## src/rtl/load_store_unit.sv

```systemverilog
// load_store_unit: MEM-stage initiator toward the data cache with sign/zero-extended loads.
// Define LSU_SUBWORD_EN to build byte/half loads and read-modify-write sub-word stores.
module load_store_unit (
  input  logic        clock,
  input  logic        reset_n,
  input  logic        reqValid,
  output logic        reqReady,
  input  logic        reqWrite,
  input  logic [1:0]  reqSize,
  input  logic        reqSigned,
  input  logic [31:0] reqAddress,
  input  logic [31:0] reqData,
  output logic        respValid,
  output logic        respErr,
  output logic [31:0] respData,
  output logic        memRead,
  output logic        memWrite,
  output logic        memToReg,
  output logic [31:0] address,
  output logic [31:0] writeData,
  input  logic [31:0] readData
);
  typedef enum logic [2:0] {IDLE, RD, CAP, WR, DONE} state_t;
  state_t      state_q, state_d;
  logic        write_q, write_d;
  logic        err_q, err_d;
  logic [31:0] address_q, address_d;
  logic [31:0] wdata_q, wdata_d;
  logic [31:0] resp_q, resp_d;
  logic        bad;
`ifdef LSU_SUBWORD_EN
  logic [1:0]  size_q, size_d;
  logic        signed_q, signed_d;
  logic [1:0]  lane_q, lane_d;
  logic [31:0] data_q, data_d;
  logic [31:0] shifted, mask, merged, loaded;
  assign bad = reqSize == 2'd3 || (reqSize == 2'd1 && reqAddress[0])
            || (reqSize == 2'd2 && reqAddress[1:0] != 2'b00);
  assign shifted = readData >> {lane_q, 3'b000};
  assign mask    = (size_q[0] ? 32'h0000_FFFF : 32'h0000_00FF) << {lane_q, 3'b000};
  assign merged  = (readData & ~mask) | ((data_q << {lane_q, 3'b000}) & mask);
  assign loaded  = size_q == 2'd0 ? {{24{signed_q & shifted[7]}}, shifted[7:0]}
                 : size_q == 2'd1 ? {{16{signed_q & shifted[15]}}, shifted[15:0]}
                 : readData;
`else
  logic unused_ok;
  assign unused_ok = reqSigned;
  assign bad = reqSize != 2'd2 || reqAddress[1:0] != 2'b00;
`endif
  always_comb begin
    state_d   = state_q;
    write_d   = write_q;
    err_d     = err_q;
    address_d = address_q;
    wdata_d   = wdata_q;
    resp_d    = resp_q;
`ifdef LSU_SUBWORD_EN
    size_d    = size_q;
    signed_d  = signed_q;
    lane_d    = lane_q;
    data_d    = data_q;
`endif
    case (state_q)
      IDLE: if (reqValid) begin
        write_d   = reqWrite;
        err_d     = bad;
        address_d = {reqAddress[31:2], 2'b00};
        wdata_d   = reqData;
        resp_d    = '0;
`ifdef LSU_SUBWORD_EN
        size_d    = reqSize;
        signed_d  = reqSigned;
        lane_d    = reqAddress[1:0];
        data_d    = reqData;
`endif
        state_d   = bad ? DONE : (reqWrite && reqSize == 2'd2) ? WR : RD;
      end
      RD:  state_d = CAP;
      CAP: begin
`ifdef LSU_SUBWORD_EN
        state_d = write_q ? WR : DONE;
        wdata_d = write_q ? merged : wdata_q;
        resp_d  = write_q ? 32'd0 : loaded;
`else
        state_d = DONE;
        resp_d  = readData;
`endif
      end
      WR:      state_d = DONE;
      default: state_d = IDLE;
    endcase
  end
  always_ff @(posedge clock or negedge reset_n) begin
    if (!reset_n) begin
      state_q   <= IDLE;
      write_q   <= 1'b0;
      err_q     <= 1'b0;
      address_q <= '0;
      wdata_q   <= '0;
      resp_q    <= '0;
`ifdef LSU_SUBWORD_EN
      size_q    <= '0;
      signed_q  <= 1'b0;
      lane_q    <= '0;
      data_q    <= '0;
`endif
    end else begin
      state_q   <= state_d;
      write_q   <= write_d;
      err_q     <= err_d;
      address_q <= address_d;
      wdata_q   <= wdata_d;
      resp_q    <= resp_d;
`ifdef LSU_SUBWORD_EN
      size_q    <= size_d;
      signed_q  <= signed_d;
      lane_q    <= lane_d;
      data_q    <= data_d;
`endif
    end
  end
  assign reqReady  = state_q == IDLE;
  assign memRead   = state_q == RD;
  assign memWrite  = state_q == WR;
  assign memToReg  = memRead && !write_q;
  assign respValid = state_q == DONE;
  assign respErr   = respValid && err_q;
  assign respData  = resp_q;
  assign address   = address_q;
  assign writeData = wdata_q;
endmodule

```

## config.mk

```make
export PLATFORM = sky130hd
export DESIGN_NAME = load_store_unit
export DESIGN_NICKNAME = d
export VERILOG_FILES = /design/src/rtl/load_store_unit.sv
export SDC_FILE = /design/constraint.sdc
export NUM_CORES = 1
export LEC_CHECK = 0
export CAP_MARGIN = 25
export CORE_UTILIZATION = 42
export DETAILED_ROUTE_END_ITERATION = 12
export GPL_ROUTABILITY_DRIVEN = 0
export PLACE_DENSITY = 0.87
export SLEW_MARGIN = 5
export SYNTH_ARGS = -nofsm -noshare
export SYNTH_HDL_FRONTEND = slang
export SYNTH_SLANG_ARGS = --single-unit
```

## constraint.sdc

```tcl
create_clock -name clock -period 4.3 [get_ports clock]
set_clock_uncertainty 0.1 [all_clocks]
set_input_delay 0.645 -clock clock [delete_from_list [all_inputs] [get_ports clock]]
set_output_delay 0.645 -clock clock [all_outputs]
set_load 0.03 [all_outputs]
```

==> impl_metrics.tcl <==
set metrics [dict create \
    critPathLaunchType "register" \
    dieArea_um2 9210 \
    slew_headroom 0.630 \
    ys_ff_latch 99 \
    die_y_um 96.0 \
    antenna_cells 0 \
    dp_hpwl_um 6910 \
    area_growth_pct 62.1 \
    track_usage 0.208 \
    ys_types 23 \
    crit_path_max_incr_delay_ns 0.69 \
    syn_inst 231 \
    cts_tree "yes" \
    clkSinkCount 99 \
    drtPass1Iterations 4 \
    status "finished clean" \
    multi_input_comb_area_um2 1140 \
    tns_ns 0 \
    finalCritPeriodShare 0.665 \
    initial_core_util 0.443 \
    crit_slowest_cell "clkdlybuf4s50_1" \
    num_io_pins 205 \
    min_path_type "input pin to asynchronous set/reset pin" \
    grt_pass1_wl_um 14200 \
    first_iter_violations 91 \
    fin_crit_ns 2.86 \
    clk_pin_slew_ns 0.10 \
    via_per_inst 4.99 \
    final_cell_mix "clkdlybuf4s50_1, dfrtp_1, mux2_1, a22o_1, mux2_2" \
    worstPathCellList "nor3b_1 -> nor2b_1 -> clkdlybuf4s50_1" \
    maxCapViolCount 0 \
    worst-path-max-fanout 8 \
    nets 536 \
    cts.hold.buffers_added 0 \
    cts_buffers 9 \
    powerDensity_nw_per_um2 404 \
    place_ws_ns 1.55 \
    cts_setup_buffers 0 \
    cp_num_buf_inv 1 \
    yosysWarnings 0 \
    cp.arrival_ns 2.11 \
    cts.htree.levels 3 \
    die_w_um 96.0 \
    p_leak_nw 2.53 \
    tightest_slew_ns 0.553 \
    cp_top_family "buffers and inverters" \
    grt_pass1_vias 2773 \
    drv_slew 0 \
    wl_per_cell_um 17.4 \
    num_rows 33 \
    final_common_cell "clkdlybuf4s50_1" \
    antenna_found_initial 0 \
    drc_errors 0 \
    clk-insertion-delay-late_ns 0.34 \
    regArea_um2 2480 \
    worstSetupPathType "register to output pin" \
    synth_area_um2 3710 \
    rsz0062_at_grt "false" \
    final_layout_size_suffix_gt1_frac 0.0890 \
    setup_slack_ns 1.44 \
    fill_cells 562 \
    critPathCaptureType "output pin" \
    io_buffers 201 \
    ir_worst_vdd_mv 0.235 \
    p_total_mw 2.43 \
    grt_max_degree 78 \
    core-area_um2 8380 \
    cts-root-buf "clkbuf_8" \
    setup_viol 0 \
    avgSynthCellArea_um2 16.1 \
    clock_path_buffers 2 \
    hold_violations 0 \
    wl_um 9480 \
    synth-seq-area-share 0.668 \
    vias 2712 \
    cts_resized 0 \
    gr-total-overflow 0 \
    ant_nets 0 \
    cp_data_required_time_ns 3.56 \
    fmax_mhz 350 \
]
==> power by group <==
part / total, mW / internal (mW) / leakage, nW / switching [mW]
logic: 0.773 / 0.372 / 1.21 / 0.402
registers: 1.11 / 1.05 / 1.23 / 0.0616
clock network: 0.545 / 0.229 / 0.0859 / 0.316
==> metrics by stage <==
step                      hold slack, ns  area (um^2)  utilization  std cells
after floorplan                    0.249         3710            -        232
after global routing               0.120         6010        0.718        543
after CTS                          0.366         5990        0.714        542
after detailed placement           0.374         5810        0.693        526
final                              0.110         6010        0.718        543
after global placement             0.366         5790        0.691        525
==> synthesized netlist by cell type, drive strengths merged <==
master | count | share of area
and2 | 2 | 0.0034
clkbuf | 3 | 0.0030
nor2b | 1 | 0.0017
a31oi | 1 | 0.0017
nor2 | 4 | 0.0040
dfrtp | 99 | 0.67
nor3 | 3 | 0.0054
conb | 1 | 0.0010
and3 | 1 | 0.0017
nor4b | 2 | 0.0064
a22o | 32 | 0.076
mux2 | 63 | 0.19
nor3b | 2 | 0.0040
buf | 13 | 0.028
nand2 | 1 | 0.0010
o22ai | 1 | 0.0017
o21ai | 1 | 0.0013
inv | 1 | 0.0010
==> sequential cells by signal, summed over array words and instances, names as in the netlist <==
register   count
address       30
err_q          1
respData      32
state_q        3
writeData     32
write_q        1
==> final cells by class <==
class,instances,share of cell area
multi-input cells,116,0.189
repair buffers,206,0.347
clock inverters,5,0.00624
well taps,105,0.0218
clock buffers,11,0.0235
flip-flops and latches,99,0.412
inverters,1,0.000624
==> metal layers <==
| metal | vias up | part of all wire | GRT usage |
|---|---|---|---|
| li1 | 1235 | - | - |
| met3 | 8 | 0.078 | 0.0656 |
| met2 | 120 | 0.52 | 0.367 |
| met1 | 1349 | 0.39 | 0.243 |
| met5 | - | 0 | 0 |
| met4 | 0 | 0.010 | 0.0572 |
==> worst paths after layout <==
check | startpoint | endpoint | slack [ns] | depth (start not counted)
worst max-delay path | state_q[0]$_DFFE_PN0P_ | memToReg | 1.44 | 3
min in group clock | address[14]$_DFFE_PN0P_ | address[14]$_DFFE_PN0P_ | 0.39 | 1
worst min register to register | address[14]$_DFFE_PN0P_ | address[14]$_DFFE_PN0P_ | 0.39 | 1
max in group asynchronous | reset_n | writeData[5]$_DFFE_PN0P_ | 3.04 | 3
worst min-delay path | reset_n | respData[10]$_DFFE_PN0P_ | 0.11 | 1
worst max register to register | state_q[0]$_DFFE_PN0P_ | address[17]$_DFFE_PN0P_ | 2.19 | 3
==> worst reg2reg max path, stage by stage (launching register included) <==
cell	delay, ns
dfrtp_1	0.51
nor4b_4	0.60
buf_12	0.36
mux2_1	0.43
==> kinds of logic after synthesis <==
| group | after synthesis | synth area share |
|---|---|---|
| buffers and inverters | 17 | 0.0320 |
| flip-flops | 99 | 0.668 |
| AO/OA/AOI/OAI | 35 | 0.0803 |
| multiplexers | 63 | 0.191 |
| AND/OR/NAND/NOR | 16 | 0.0277 |
| other | 1 | 0.00101 |
Note: power is estimated with default switching activity, not from simulation.
